**src/rtl/sweep_sequencer_if.sv**
```systemverilog
// Bus bundle for sweep_sequencer: run control, sweep limits and status.
// With SWEEP_PRESCALE_EN defined the bundle also carries tick_div, the
// step prescale divider.
interface sweep_sequencer_if #(
   parameter int WIDTH = 4
);
   logic             start;
   logic             abort;
   logic             pause;
   logic [WIDTH-1:0] lo;
   logic [WIDTH-1:0] hi;
   logic [3:0]       sweeps;
`ifdef SWEEP_PRESCALE_EN
   logic [3:0]       tick_div;
`endif
   logic [WIDTH-1:0] out;
   logic             dir;
   logic             busy;
   logic             done;
   logic             err;

   // Controller side: drives requests and limits, observes status.
   modport master (
`ifdef SWEEP_PRESCALE_EN
      output tick_div,
`endif
      output start, abort, pause, lo, hi, sweeps,
      input  out, dir, busy, done, err
   );

   // Sequencer side: consumes requests and limits, drives status.
   modport slave (
`ifdef SWEEP_PRESCALE_EN
      input  tick_div,
`endif
      input  start, abort, pause, lo, hi, sweeps,
      output out, dir, busy, done, err
   );
endinterface

```
**src/rtl/sweep_sequencer.sv**
```systemverilog
// Bounce counter: sweeps out between latched lo and hi limits for a latched
// number of lo->hi->lo passes, then pulses done.
// Optional feature macro SWEEP_PRESCALE_EN: adds tick_div and steps only on
// every (tick_div+1)-th unpaused cycle, timed by a down-counter.
//
// state | meaning
// IDLE  | waiting for start; out holds its last value
// UP    | incrementing out toward hi
// DOWN  | decrementing out toward lo; reaching lo ends one sweep
module sweep_sequencer #(
   parameter int WIDTH = 4
) (
   input logic              clock,
   input logic              reset,
   sweep_sequencer_if.slave bus
);

   typedef enum logic [1:0] {
      IDLE = 2'd0,
      UP   = 2'd1,
      DOWN = 2'd2
   } state_t;

   localparam logic [WIDTH-1:0] ONE = WIDTH'(1);

   state_t           state_q, state_d;
   logic [WIDTH-1:0] out_q, out_d;
   logic [WIDTH-1:0] lo_q, lo_d;
   logic [WIDTH-1:0] hi_q, hi_d;
   logic [3:0]       left_q, left_d;
   logic             dir_q, dir_d;
   logic             busy_q, busy_d;
   logic             done_q, done_d;
   logic             err_q, err_d;

   logic             cfg_ok;
   logic             step;
   logic [WIDTH-1:0] up_val;
   logic [WIDTH-1:0] dn_val;

   assign cfg_ok = (bus.lo < bus.hi) && (bus.sweeps != 4'd0);
   assign up_val = out_q + ONE;
   assign dn_val = out_q - ONE;

`ifdef SWEEP_PRESCALE_EN
   logic [3:0] presc_q, presc_d;

   // Step fires when the prescale down-counter hits terminal count.
   assign step = !bus.pause && (presc_q == 4'd0);

   // Prescale counter: reload on accepted start and on each step, clear on abort.
   always_comb begin
      presc_d = presc_q;
      if (state_q == IDLE) begin
         if (bus.start && cfg_ok) begin
            presc_d = bus.tick_div;
         end
      end else if (bus.abort) begin
         presc_d = 4'd0;
      end else if (!bus.pause) begin
         presc_d = (presc_q == 4'd0) ? bus.tick_div : presc_q - 4'd1;
      end
   end

   // Prescale counter register.
   always_ff @(posedge clock or posedge reset) begin
      if (reset) begin
         presc_q <= 4'd0;
      end else begin
         presc_q <= presc_d;
      end
   end
`else
   assign step = !bus.pause;
`endif

   // Next-state and output decode; abort outranks pause and step.
   always_comb begin
      state_d = state_q;
      out_d   = out_q;
      dir_d   = dir_q;
      busy_d  = busy_q;
      lo_d    = lo_q;
      hi_d    = hi_q;
      left_d  = left_q;
      done_d  = 1'b0;
      err_d   = 1'b0;
      unique case (state_q)
         IDLE: begin
            if (bus.start) begin
               if (cfg_ok) begin
                  lo_d    = bus.lo;
                  hi_d    = bus.hi;
                  left_d  = bus.sweeps;
                  out_d   = bus.lo;
                  dir_d   = 1'b0;
                  busy_d  = 1'b1;
                  state_d = UP;
               end else begin
                  err_d = 1'b1;
               end
            end
         end
         UP: begin
            if (bus.abort) begin
               busy_d  = 1'b0;
               dir_d   = 1'b0;
               state_d = IDLE;
            end else if (step) begin
               out_d = up_val;
               if (up_val == hi_q) begin
                  dir_d   = 1'b1;
                  state_d = DOWN;
               end
            end
         end
         DOWN: begin
            if (bus.abort) begin
               busy_d  = 1'b0;
               dir_d   = 1'b0;
               state_d = IDLE;
            end else if (step) begin
               out_d = dn_val;
               if (dn_val == lo_q) begin
                  left_d = left_q - 4'd1;
                  dir_d  = 1'b0;
                  if (left_q == 4'd1) begin
                     busy_d  = 1'b0;
                     done_d  = 1'b1;
                     state_d = IDLE;
                  end else begin
                     state_d = UP;
                  end
               end
            end
         end
         default: begin
            busy_d  = 1'b0;
            dir_d   = 1'b0;
            state_d = IDLE;
         end
      endcase
   end

   // State and datapath registers; reset abandons any run in progress.
   always_ff @(posedge clock or posedge reset) begin
      if (reset) begin
         state_q <= IDLE;
         out_q   <= '0;
         lo_q    <= '0;
         hi_q    <= '0;
         left_q  <= 4'd0;
         dir_q   <= 1'b0;
         busy_q  <= 1'b0;
         done_q  <= 1'b0;
         err_q   <= 1'b0;
      end else begin
         state_q <= state_d;
         out_q   <= out_d;
         lo_q    <= lo_d;
         hi_q    <= hi_d;
         left_q  <= left_d;
         dir_q   <= dir_d;
         busy_q  <= busy_d;
         done_q  <= done_d;
         err_q   <= err_d;
      end
   end

   assign bus.out  = out_q;
   assign bus.dir  = dir_q;
   assign bus.busy = busy_q;
   assign bus.done = done_q;
   assign bus.err  = err_q;

endmodule

```
**src/flat_wrapper.sv**
```systemverilog
// flat-port wrapper written by rule: the top's interface ports become plain ports
module sweep_sequencer_flat 
#(
   parameter int WIDTH = 4
)
  (clock, reset, bus_start, bus_abort, bus_pause, bus_lo, bus_hi, bus_sweeps, bus_out, bus_dir, bus_busy, bus_done, bus_err);
  sweep_sequencer_if #(.WIDTH(WIDTH)) bus_i ();
  input logic clock;
  input logic reset;
  input wire logic [$bits(bus_i.start)-1:0] bus_start;
  input wire logic [$bits(bus_i.abort)-1:0] bus_abort;
  input wire logic [$bits(bus_i.pause)-1:0] bus_pause;
  input wire logic [$bits(bus_i.lo)-1:0] bus_lo;
  input wire logic [$bits(bus_i.hi)-1:0] bus_hi;
  input wire logic [$bits(bus_i.sweeps)-1:0] bus_sweeps;
  output wire logic [$bits(bus_i.out)-1:0] bus_out;
  output wire logic [$bits(bus_i.dir)-1:0] bus_dir;
  output wire logic [$bits(bus_i.busy)-1:0] bus_busy;
  output wire logic [$bits(bus_i.done)-1:0] bus_done;
  output wire logic [$bits(bus_i.err)-1:0] bus_err;
  assign bus_i.start = bus_start;
  assign bus_i.abort = bus_abort;
  assign bus_i.pause = bus_pause;
  assign bus_i.lo = bus_lo;
  assign bus_i.hi = bus_hi;
  assign bus_i.sweeps = bus_sweeps;
  assign bus_out = bus_i.out;
  assign bus_dir = bus_i.dir;
  assign bus_busy = bus_i.busy;
  assign bus_done = bus_i.done;
  assign bus_err = bus_i.err;
  sweep_sequencer #(.WIDTH(WIDTH)) u_core (.clock(clock), .reset(reset), .bus(bus_i));
endmodule
```
**config.mk**
```make
export PLATFORM = sky130hd
export DESIGN_NAME = sweep_sequencer_flat
export DESIGN_NICKNAME = d
export VERILOG_FILES = /design/src/rtl/sweep_sequencer_if.sv /design/src/rtl/sweep_sequencer.sv /design/src/flat_wrapper.sv
export SDC_FILE = /design/constraint.sdc
export NUM_CORES = 1
export LEC_CHECK = 0
export BUFFER_PORTS_ARGS = -buffer_cell sky130_fd_sc_hd__buf_4
export CAP_MARGIN = 20
export CORE_ASPECT_RATIO = 0.9
export CORE_MARGIN = 4
export CORE_UTILIZATION = 50
export DETAILED_ROUTE_END_ITERATION = 10
export PLACE_DENSITY = 0.79
export SYNTH_ARGS = -nofsm -noshare
export SYNTH_HDL_FRONTEND = slang
export SYNTH_SLANG_ARGS = --single-unit
```
**constraint.sdc**
```tcl
create_clock -name clock -period 3.35 [get_ports clock]
set_input_delay 0.335 -clock clock [delete_from_list [all_inputs] [get_ports clock]]
set_output_delay 0.335 -clock clock [all_outputs]
set_load 0.02 [all_outputs]
```
==> impl_metrics.env <==
export IMPL_outcome="finished clean"
export IMPL_largest_cells_by_area_after_synthesis="sky130_fd_sc_hd__dfrtp_1 (36%), sky130_fd_sc_hd__ha_1 (9.3%), sky130_fd_sc_hd__xnor2_1 (4.2%)"
export IMPL_postRouteWirelength_mm=3.51
export IMPL_syn_to_final_growth_pct=15.9
export IMPL_final_skew_ns=0.00546
export IMPL_final_max_slew_violation_count=0
export IMPL_core_area_um2=2790
export IMPL_topRoutingLayerUsed="met4"
export IMPL_fp_dieArea_um2=3880
export IMPL_via_total_after_detailed_routing=1277
export IMPL_max_stage_delay_ns=0.55
export IMPL_later_pin_clock_latency_in_the_skew_report_ns=0.31
export IMPL_rrSetupSlack_ns=0.65
export IMPL_cts_clk_slew_worst_paths_ns=0.12
export IMPL_post_route_drc_count=0
export IMPL_setup_worst_path_start_class="flop"
export IMPL_timing_worst_slew_pin_value_ns=0.993
export IMPL_holdCritPathClass="in -> async"
export IMPL_synth_seq_cells=21
export IMPL_layout_common_cells="sky130_fd_sc_hd__buf_4 (26), sky130_fd_sc_hd__dfrtp_1 (21), sky130_fd_sc_hd__inv_1 (14), sky130_fd_sc_hd__nor2_1 (11), sky130_fd_sc_hd__ha_1 (11)"
export IMPL_dp_final_hpwl_mm=2.75
export IMPL_cts_tree="built"
export IMPL_h_tree_depth=1
export IMPL_cts_repair_resized=0
export IMPL_crit_path_cell_trace="inv_1, ha_1, xor3_1, nor3_2, nand2_1, a222oi_1, mux2_1"
export IMPL_cts_root_to_sink_buffers=2
export IMPL_route_antenna_remaining_nets=0
export IMPL_final_hold_viol_count=0
export IMPL_fin_crit_sh_pct=80.5
export IMPL_finalCriticalPeriod_ns=2.70
export IMPL_numCtsBuffers=3
export IMPL_starting_density_of_the_core_pct=52.7
export IMPL_first_pass_iters=4
export IMPL_ys_warn_count=0
export IMPL_cap_violations=0
export IMPL_total_leakage_power_nw=0.786
export IMPL_dr_wl_met3_um=203
export IMPL_core_rowCount=18
export IMPL_io_buffer_count=24
export IMPL_most_instantiated_flip_flop_cell_in_the_synthesis_netlist="sky130_fd_sc_hd__dfrtp_1"
export IMPL_wirelength_met1_mm=1.49
export IMPL_final_total_negative_setup_slack_ns=0
export IMPL_timing_rr_end="u_core.state_q[0]"
export IMPL_track_usage_pct=19.7
export IMPL_global_route_wire_length_before_repair_mm=5.97
export IMPL_synth_top_area_share_pct=35.7
export IMPL_synth_cell_area_um2=1470
export IMPL_grt_start_max_net_pins=22
export IMPL_dr_first_iter_drc_count=41
export IMPL_routed_wire_length_per_instance_um=16.0
export IMPL_reg2reg_depth=7
export IMPL_critPathSlowestCell="sky130_fd_sc_hd__dfrtp_1"
export IMPL_post_drt_via_cell_ratio=5.83
export IMPL_ir_drop_uv=361
export IMPL_diodes_inserted=0
export IMPL_cp_buffers_inverters=1
export IMPL_postSynth_asyncResetShare_pct=100
export IMPL_cp_end_kind="flop"
export IMPL_finalSetupViolations=0
export IMPL_number_of_antenna_violations_at_the_first_check_in_global_routing=0
export IMPL_cts_num_sinks=21
export IMPL_worst_ep_arrival_time_ns=2.90
export IMPL_io_pin_count=25
export IMPL_die_h_um=59.5
export IMPL_synth_cell_type_count=44
export IMPL_postSynthNetCount=185
export IMPL_die_width_um=65.2
export IMPL_mean_instance_size_in_the_synthesized_netlist_um2=9.38
export IMPL_required_arrival_time_at_the_worst_endpoint_ns=3.56
export IMPL_synth_edf_count=0
export IMPL_met2RoutedLength_mm=1.75
export IMPL_vias_in_the_first_global_route=1322
export IMPL_crit_family="flip-flops"
export IMPL_maxSlewHeadroom_pct=33.7
export IMPL_sequential_cell_area_fraction_in_the_yosys_report_pct=35.7
export IMPL_postCtsSetupRepairBufs=0
export IMPL_post_synth_inst_count=157
export IMPL_synth_top_area_cell="sky130_fd_sc_hd__dfrtp_1"
export IMPL_final_net_count=208
export IMPL_timing_worst_setup_path_type="reg -> reg"
export IMPL_post_route_cells_drive_above_1_share_pct=19.6
export IMPL_grt_setup_unrepaired="no"
export IMPL_post_route_util_pct=61.1
export IMPL_rr_startpoint="u_core.bus.out[0]"
export IMPL_routabilityCongestion=0.875
export IMPL_final_common_cell="sky130_fd_sc_hd__buf_4"
export IMPL_crit_fanout=10
export IMPL_globalRouteOverflowTotal=0
export IMPL_fmaxAchievable_ghz=0.371
export IMPL_root_driver="sky130_fd_sc_hd__clkbuf_4"
export IMPL_post_cts_hold_buffer_count=0
export IMPL_pwr_density_cell_nw_per_um2=994
## flip-flops by register name, summed over array words and instances, names as in the netlist
name,flops
u_core.bus.err,1
u_core.bus.busy,1
u_core.left_q,4
u_core.bus.done,1
u_core.bus.out,4
u_core.state_q,2
u_core.hi_q,4
u_core.lo_q,4
## cells by family (layout without fill, tap and decap cells)
logic type	after synthesis	after routing	synth area share, %
AOI/OAI and AO/OA	40	40	19.6
DFF	21	21	35.7
buffers and inverters	22	44	6.20
adders and majority gates	11	11	9.35
xor gates and xnor gates	11	11	7.56
muxes	11	11	7.99
and+or+nand+nor	41	41	13.6
## Yosys cell counts (2+ instances only)
master	number
sky130_fd_sc_hd__nand3_1	5
sky130_fd_sc_hd__dfrtp_1	21
sky130_fd_sc_hd__o211ai_1	2
sky130_fd_sc_hd__nand2b_1	4
sky130_fd_sc_hd__o21ai_0	9
sky130_fd_sc_hd__nor3_1	5
sky130_fd_sc_hd__ha_1	11
sky130_fd_sc_hd__o32a_1	2
sky130_fd_sc_hd__xor2_1	3
sky130_fd_sc_hd__mux2i_1	5
sky130_fd_sc_hd__nand2_1	9
sky130_fd_sc_hd__nor2_1	11
sky130_fd_sc_hd__mux2_2	2
sky130_fd_sc_hd__xnor2_1	7
sky130_fd_sc_hd__a211o_1	3
sky130_fd_sc_hd__a21oi_1	7
sky130_fd_sc_hd__mux2_1	4
sky130_fd_sc_hd__nor4_1	2
sky130_fd_sc_hd__inv_1	14
sky130_fd_sc_hd__clkbuf_1	6
sky130_fd_sc_hd__a221oi_1	2
## per-stage QoR
stage / hold slack (ns) / total power (W) / setup WS (ns) / instance area [µm²] / cells
after floorplan: 0.312 / 0.00130 / 0.798 / 1470 / 157
after global placement: 0.486 / 0.00151 / 0.841 / 1680 / 215
after detailed placement: 0.503 / 0.00156 / 0.707 / 1680 / 215
after CTS: 0.189 / 0.00169 / 0.681 / 1710 / 219
after global routing: 0.212 / 0.00183 / 0.469 / 1710 / 219
final: 0.170 / 0.00170 / 0.654 / 1710 / 219
## worst max-delay path by stage
| stage | startpoint | end | slack (ns) | cells after the start |
|---|---|---|---|---|
| floorplan | u_core.bus.out[0] | u_core.state_q[0] | 0.80 | 8 |
| global placement | u_core.bus.out[0] | u_core.state_q[0] | 0.84 | 7 |
| detailed placement | u_core.bus.out[0] | u_core.state_q[0] | 0.71 | 7 |
| CTS | u_core.bus.out[0] | u_core.state_q[0] | 0.68 | 7 |
| global route | u_core.bus.out[0] | u_core.state_q[0] | 0.47 | 7 |
| finish | u_core.bus.out[0] | u_core.state_q[0] | 0.65 | 7 |
## metal layers
layer  global-route usage [%]  vias to the layer above
li1                         -                      608
met1                     24.6                      606
met2                     33.8                       53
met3                     3.42                       10
met4                     7.99                        0
met5                        0                        -
## cell type report
cell class,instances,area [µm²]
Sequential cell,21,526
Fill cell,245,1090
Clock inverter,1,5.00
Clock buffer,3,22.5
Inverter,14,52.6
Timing Repair Buffer,26,195
Tap cell,40,50.0
Multi-Input combinational cell,114,856
## where the power goes
part           internal [W]  leakage, nW  switching (W)
logic              0.000484        0.511       0.000578
registers          0.000370        0.257       0.000140
clock network     0.0000445       0.0177      0.0000803
Note: power is estimated with default switching activity, not from simulation.
